<file path="src/rtl/mux_scan_pkg.sv">
// Shared definitions for the mux scan sequencer: state encoding, default
// parameters and the three-input majority helper.
package mux_scan_pkg;

  localparam logic ST_IDLE = 1'b0;
  localparam logic ST_SCAN = 1'b1;

  localparam int DEFAULT_SELECT_LINES = 2;
  localparam int DEFAULT_DWELL_WIDTH  = 8;

  typedef enum logic {
    S_IDLE = ST_IDLE,
    S_SCAN = ST_SCAN
  } state_e;

  function automatic logic majority3(input logic a, input logic b, input logic c);
    return (a & b) | (a & c) | (b & c);
  endfunction

endpackage

</file>
<file path="src/rtl/mux_scan_sampler.sv">
// Per-channel sample resolver. With MUX_SCAN_MAJORITY_EN defined it votes over
// the last three cycles of a channel; otherwise it passes mux_out straight through.
module mux_scan_sampler
  import mux_scan_pkg::*;
(
`ifdef MUX_SCAN_MAJORITY_EN
  input  logic clk_i,
  input  logic rst_ni,
  input  logic vote_en_i,
  input  logic strobe2_i,
  input  logic strobe1_i,
  input  logic strobe0_i,
`endif
  input  logic mux_out_i,
  output logic bit_o
);

`ifdef MUX_SCAN_MAJORITY_EN
  logic s2_q;
  logic s1_q;

  always_ff @(posedge clk_i or negedge rst_ni) begin
    if (!rst_ni) begin
      s2_q <= 1'b0;
      s1_q <= 1'b0;
    end else begin
      if (strobe2_i) s2_q <= mux_out_i;
      if (strobe1_i) s1_q <= mux_out_i;
    end
  end

  // The third vote is the live mux output on the channel's final cycle.
  assign bit_o = (vote_en_i && strobe0_i) ? majority3(s2_q, s1_q, mux_out_i) : mux_out_i;
`else
  assign bit_o = mux_out_i;
`endif

endmodule

</file>
<file path="src/rtl/mux_scan_ctrl.sv">
// Sweeps a downstream mux select through every channel with a programmable dwell
// and assembles the sampled bits. Optional vote filter: MUX_SCAN_MAJORITY_EN.
module mux_scan_ctrl
  import mux_scan_pkg::*;
#(
  parameter int SELECT_LINES = DEFAULT_SELECT_LINES,
  parameter int DWELL_WIDTH  = DEFAULT_DWELL_WIDTH,
  localparam int N           = 1 << SELECT_LINES
) (
  input  logic                    clk_i,
  input  logic                    rst_ni,
  input  logic                    start_i,
  input  logic                    abort_i,
  input  logic                    continuous_i,
  input  logic [DWELL_WIDTH-1:0]  dwell_i,
  input  logic                    mux_out_i,
  output logic [SELECT_LINES-1:0] select_o,
  output logic                    busy_o,
  output logic                    done_o,
  output logic [N-1:0]            captured_o,
  output logic                    captured_valid_o
);

  localparam logic [SELECT_LINES-1:0] LAST_SEL = SELECT_LINES'(N - 1);

  state_e                  state_q;
  logic [SELECT_LINES-1:0] sel_q;
  logic [DWELL_WIDTH-1:0]  dwell_q;
  logic [DWELL_WIDTH-1:0]  cnt_q;
  logic                    busy_q;
  logic                    done_q;
  logic [N-1:0]            captured_q;
  logic                    captured_valid_q;
  logic                    sample_d;

  mux_scan_sampler u_sampler (
`ifdef MUX_SCAN_MAJORITY_EN
    .clk_i     (clk_i),
    .rst_ni    (rst_ni),
    .vote_en_i (dwell_q >= DWELL_WIDTH'(2)),
    .strobe2_i ((state_q == S_SCAN) && (cnt_q == DWELL_WIDTH'(2))),
    .strobe1_i ((state_q == S_SCAN) && (cnt_q == DWELL_WIDTH'(1))),
    .strobe0_i ((state_q == S_SCAN) && (cnt_q == '0)),
`endif
    .mux_out_i (mux_out_i),
    .bit_o     (sample_d)
  );

  always_ff @(posedge clk_i or negedge rst_ni) begin
    if (!rst_ni) begin
      state_q          <= S_IDLE;
      sel_q            <= '0;
      dwell_q          <= '0;
      cnt_q            <= '0;
      busy_q           <= 1'b0;
      done_q           <= 1'b0;
      captured_q       <= '0;
      captured_valid_q <= 1'b0;
    end else begin
      done_q <= 1'b0;
      case (state_q)
        S_IDLE: begin
          if (start_i && !abort_i) begin
            state_q          <= S_SCAN;
            busy_q           <= 1'b1;
            dwell_q          <= dwell_i;
            cnt_q            <= dwell_i;
            sel_q            <= '0;
            captured_valid_q <= 1'b0;
          end
        end
        S_SCAN: begin
          // Abort wins over everything, including a completing last channel.
          if (abort_i) begin
            state_q          <= S_IDLE;
            busy_q           <= 1'b0;
            sel_q            <= '0;
            cnt_q            <= '0;
            captured_valid_q <= 1'b0;
          end else if (cnt_q != '0) begin
            cnt_q            <= cnt_q - 1'b1;
            captured_valid_q <= 1'b0;
          end else begin
            captured_q[sel_q] <= sample_d;
            cnt_q             <= dwell_q;
            if (sel_q != LAST_SEL) begin
              sel_q            <= sel_q + 1'b1;
              captured_valid_q <= 1'b0;
            end else begin
              done_q           <= 1'b1;
              captured_valid_q <= 1'b1;
              sel_q            <= '0;
              if (!continuous_i) begin
                state_q <= S_IDLE;
                busy_q  <= 1'b0;
              end
            end
          end
        end
        default: state_q <= S_IDLE;
      endcase
    end
  end

  assign select_o         = sel_q;
  assign busy_o           = busy_q;
  assign done_o           = done_q;
  assign captured_o       = captured_q;
  assign captured_valid_o = captured_valid_q;

endmodule
</file>
<file path="config.mk">
export PLATFORM = sky130hd
export DESIGN_NAME = mux_scan_ctrl
export DESIGN_NICKNAME = d
export VERILOG_FILES = /design/src/rtl/mux_scan_pkg.sv /design/src/rtl/mux_scan_sampler.sv /design/src/rtl/mux_scan_ctrl.sv
export SDC_FILE = /design/constraint.sdc
export NUM_CORES = 1
export LEC_CHECK = 0
export BUFFER_PORTS_ARGS = -buffer_cell sky130_fd_sc_hd__buf_2
export CORE_MARGIN = 1.5
export CORE_UTILIZATION = 30
export DETAILED_ROUTE_END_ITERATION = 6
export PLACE_DENSITY = 0.57
export SLEW_MARGIN = 20
export SYNTH_ARGS = -nofsm -noshare
export SYNTH_HDL_FRONTEND = slang
export SYNTH_SLANG_ARGS = --single-unit
</file>
<file path="constraint.sdc">
create_clock -name clk_i -period 4.2 [get_ports clk_i]
set_input_delay 0.84 -clock clk_i [delete_from_list [all_inputs] [get_ports clk_i]]
set_output_delay 0.84 -clock clk_i [all_outputs]
set_load 0.02 [all_outputs]
</file>
Word-level counts from Yosys, hierarchy flattened
Index checks and enable logic that the tools add are counted.
{ "totals": {"ramBits": 0, "out_inout_bits": 9, "mem_count": 0, "inputBits": 14, "mem_bits_ro": 0, "ff_bits": 26, "latchBits": 0, "wordCells": 58} }
{ "op_classes": {"div_mod_pow": 0, "n_bitwise": 3, "n_reduce_logical": 8, "n_addsub": 2, "shifts": 0, "n_mul": 0, "eq_ne": 5, "n_mux": 30, "n_lt_le_gt_ge": 2} }
{ "ops": {"columns": ["cell", "count"], "rows": [
  ["2-to-1 mux 8 bit", 3],
  ["2-to-1 mux 1 bit", 16],
  ["case mux 8 bit (2 select lines)", 1],
  ["!= test 3 bit, second input constant", 3],
  ["2-to-1 mux 2 bit", 4],
  ["nonzero test 8 bit", 1],
  ["subtractor 8 x 1 -> 8 bit, second input constant", 1],
  ["case mux 1 bit (2 select lines)", 3],
  ["bitwise mux 4 bit", 1],
  ["!= test 2 bit, second input constant", 2],
  ["case mux 2 bit (2 select lines)", 1],
  ["AND reduction 2 bit", 2],
  ["AND reduction 4 bit", 1],
  ["< comparator 2 x 3 -> 1 bit, second input constant", 1],
  ["inverter 1 bit", 3],
  ["AND reduction 3 bit", 1],
  ["adder 2 x 1 -> 2 bit, second input constant", 1],
  ["demux 1 bit (select 2 bit)", 1],
  [">= comparator 2 x 1 -> 1 bit, second input constant", 1],
  ["logical AND 1 bit", 2],
  ["logical NOT 1 bit", 1]
]} }

Longest topological paths before layout
{ "depth": {"depth_word": 5, "ltp_mapped": 7, "mapped_depth_nobuf": 6} }

Hierarchy
Synthesis repeated with hierarchy kept, for this count alone.
{ "hier_totals": {"cells_unflattened": 134, "area_unflattened_um2": 1420.1} }
{ "modules_own_cells": {"columns": ["module", "n_inst", "seq_area_each_um2", "cells_per_inst", "area_per_inst_um2"], "rows": [
  ["mux_scan_ctrl", 1, 650.6, 133, 1412.6],
  ["mux_scan_sampler", 1, 0.0, 1, 7.5]
]} }

Worst setup path after synthesis
OpenSTA, ideal clock, no wires.
{ "synth_path": {"path_kind": "reg-to-reg", "startpoint": "register cnt_q[3]", "endpoint": "register cnt_q[7]", "t_arrival_ps": 1971, "setup_time_ps": 126, "slack_ps": 2103, "n_path_buf": 1, "required_ps": 4074, "stages_incl_launch_ff": 6, "synth_period_minus_slack_ps": 2097, "cell_sequence": "dfrtp_1 or4_1 buf_2 or4_4 and3_4 o32a_1"} }
{ "synth_via": {"elab_chain_cells": 4, "word_cells_on_any_way": 5, "cone_classes": "add/sub: 1; mux: 3; reduce/logical: 1"} }
{ "synth_lines": {"columns": ["item", "line", "rtl"], "rows": [
  ["start: declaration", "mux_scan_ctrl.sv:29", "logic [DWELL_WIDTH-1:0] cnt_q;"],
  ["start signal: assignment", "mux_scan_ctrl.sv:67", "cnt_q <= dwell_i;"],
  ["start signal: assignment", "mux_scan_ctrl.sv:81", "cnt_q <= cnt_q - 1'b1;"],
  ["start signal: assignment", "mux_scan_ctrl.sv:85", "cnt_q <= dwell_q;"],
  ["subtractor 8 x 1 -> 8 bit or nonzero test 8 bit (tied branches)", "mux_scan_ctrl.sv:81, mux_scan_ctrl.sv:80", null],
  ["2-to-1 mux 8 bit (*)", "mux_scan_ctrl.sv:80", "end else if (cnt_q != '0) begin"],
  ["2-to-1 mux 8 bit (*)", "mux_scan_ctrl.sv:74", "if (abort_i) begin"],
  ["case mux 8 bit (2 select lines) (*)", "mux_scan_ctrl.sv:61", "case (state_q)"]
]} }
Every way passes the cells marked *; elsewhere a longest branch is shown, timed or not.
A chain may end at the register's enable or synchronous reset.

Worst setup path after layout
{ "layout_path": {"startpoint": "register cnt_q[0]", "endpoint": "register captured_q[3], in the netlist captured_o[3]"} }
{ "layout_via": {"elab_chain_cells": 3} }
{ "layout_lines": {"columns": ["item", "line", "rtl"], "rows": [
  ["nonzero test 8 bit", "mux_scan_ctrl.sv:80", null],
  ["inverter 1 bit (no line)", null, null],
  ["AND reduction 3 bit (no line)", null, null],
  ["end signal: indexed assignment", "mux_scan_ctrl.sv:84", "captured_q[sel_q] <= sample_d;"],
  ["end: declaration", "mux_scan_ctrl.sv:32", "logic [N-1:0] captured_q;"]
]} }
Every way passes these cells.

==> flow_summary.json <==
{
  "ys_ff_latch": 26,
  "core_area_um2": 4350,
  "io_pins": 23,
  "n_fill_cell": 424,
  "fmax_ghz": 0.434,
  "synth_cells": 127,
  "fin_tns_setup_ps": 0,
  "status": "complete, no violations",
  "place_hpwl_mm": 2.32,
  "clkLatencyLatePin_ps": 270,
  "cts.sinks": 26,
  "setup_viol": 0,
  "clk_path_buf_depth": 2,
  "nets": 171,
  "finalWorstSetupSlack_ps": 1900,
  "top_layer": "met4",
  "numCtsBuffers": 3,
  "clkTransAtPathRegs_ps": 90,
  "ys_top_cells_by_area": "dfrtp_1, mux2_2, ha_1",
  "clock_skew_ps": 1.93,
  "synth_flop_cell": "dfrtp_1",
  "p_switching_mw": 0.345,
  "hold_violations": 0,
  "gr-total-overflow": 0,
  "p_comb_frac": 0.339,
  "drc": 0,
  "rsz0062_at_grt": "false",
  "rows": 24,
  "worstReg2RegStart": "cnt_q[0]",
  "cp-end-kind": "flop",
  "worstMarginPinSlew_ps": 725,
  "p_leak_nw": 0.726,
  "syn2layout_area_growth_pct": 17.3,
  "synth_top_cell_by_area": "dfrtp_1",
  "grt_pass1_vias": 1089,
  "total_power_mw": 0.974,
  "hold_class": "flop to flop",
  "chipHeight_um": 70.5,
  "seq_area_um2": 651,
  "multi_input_area_um2": 678,
  "yosysMostFrequentCell": "dfrtp_1",
  "met1_length_mm": 1.35,
  "crit_arrival_ps": 2460,
  "clock-root-buffer": "clkbuf_8",
  "ys_seq_area_frac": 0.477,
  "worstPathRequired_ps": 4360,
  "antenna_found_initial": 0,
  "hp-start": "captured_valid_o",
  "syn_area_um2": 1370,
  "syn_area_per_cell_um2": 10.7,
  "maxSlewHeadroom": 0.515,
  "diodes": 0,
  "seqPwrFrac": 0.449,
  "postRouteAntennaNets": 0,
  "met2_length_mm": 1.55,
  "critPathLaunchType": "flop",
  "synth_edf_count": 0,
  "cts.hold.buffers_added": 0,
  "worstSetupPathType": "flop to flop",
  "dp_slack_ps": 1790,
  "synth_nets": 147,
  "powerDensity_nw_per_um2": 608,
  "startpoint": "cnt_q[0]",
  "drt-pass1-iter-count": 4,
  "period_needed_ps": 2300,
  "async_flop_share": 1.00,
  "hold_slack_ps": 476,
  "ys_warn_count": 0,
  "cts_tree": "done",
  "vias_per_cell": 5.27,
  "portBuffers": 22,
  "fp.dieArea_um2": 4960,
  "max_cap_violations": 0,
  "synth_common_cells": "dfrtp_1, nor2_1, mux2_2",
  "grt_max_degree": 27,
  "num_vias": 1064,
  "p_sw_frac": 0.354,
  "cts_max_level": 1,
  "post_cts_buffers": 0,
  "wl_per_cell_um": 15.2,
  "floorplan.initialDensity": 0.314,
  "ctsResizeCount": 0,
  "drive_above_1_share": 0.307,
  "wl_met3_um": 161,
  "grt_usage": 0.133,
  "drt_wl_total_mm": 3.08,
  "grt_pass1_wl_mm": 5.24,
  "synth.distinct_cells": 38,
  "clockPowerShare": 0.211,
  "synth_top_cell_area_share": 0.477,
  "gp_congestion": 0.806,
  "chipWidth_um": 70.5,
  "drtIter0Drc": 76,
  "slew_viol_final": 0,
  "layout_worst_path_cycle_share": 0.548,
  "peakVddDrop_v": 0.000229,
  "p_int_mw": 0.629,
  "cp_max_fo": 12
}
==> power groups by stage <==
stage,sequential [mW],combinational (mW),clock (mW)
6_report,0.438,0.330,0.206
5_1_grt,0.450,0.370,0.224
4_1_cts,0.435,0.333,0.212
3_5_place_dp,0.439,0.329,0
3_3_place_gp,0.430,0.324,0
2_1_floorplan,0.417,0.257,0
==> metal layers <==
layer | vias to the layer above | track usage
met5 | - | 0
met4 | 0 | 0.0256
met3 | 2 | 0.0375
met2 | 23 | 0.225
met1 | 531 | 0.169
li1 | 508 | -
==> cell families after synthesis <==
family          synth area share
mux                       0.0990
flops                      0.477
xor+xnor                  0.0128
compound gates             0.157
buf+inv                   0.0266
fa+ha+maj                 0.0550
simple gates               0.173
==> per-stage QoR <==
step                area, um^2   util  instances
global placement          1530  0.351        198
detailed placement        1530  0.351        198
CTS                       1600  0.368        202
global route              1600  0.368        202
floorplan                 1370      -        127
finish                    1600  0.368        202
==> layout by cell type (no fill, tap or decap), drive strengths merged, types with 5 or more instances in the layout <==
| cell type | instances |
|---|---|
| ha | 6 |
| inv | 5 |
| buf | 23 |
| mux2 | 12 |
| o21ai | 6 |
| nor2 | 14 |
| nand2 | 7 |
| dfrtp | 26 |
==> state kept, by name, indices dropped and copies added (netlist names) <==
name	count
done_o	1
select_o	2
state_q	1
cnt_q	8
dwell_q	8
busy_o	1
captured_valid_o	1
captured_o	4
==> path summary, 6_finish.rpt <==
| path | slack, ps | cells after the start | endpoint |
|---|---|---|---|
| min in group asynchronous | 560 | 1 | cnt_q[2] |
| hold reg to reg | 480 | 1 | captured_valid_o |
| hold / removal | 480 | 1 | captured_valid_o |
| max in group asynchronous | 3250 | 1 | captured_o[1] |
| setup reg to reg | 1900 | 7 | captured_o[3] |
| setup / recovery | 1900 | 7 | captured_o[3] |
==> worst max-delay path, cell delays in order, from the launching register on <==
cell,delay (ps)
dfrtp_1,460
inv_1,140
ha_1,190
or3b_2,490
nor3_1,170
buf_4,220
and2_1,190
mux2_2,340
==> final cells by class <==
type	count	area share
Tap cell	52	0.0406
Inverter	5	0.0117
Sequential cell	26	0.406
Multi-Input combinational cell	92	0.423
Clock buffer	3	0.0258
Timing Repair Buffer	23	0.0734
Clock inverter	1	0.0187
(Power assumes the default switching activity.)
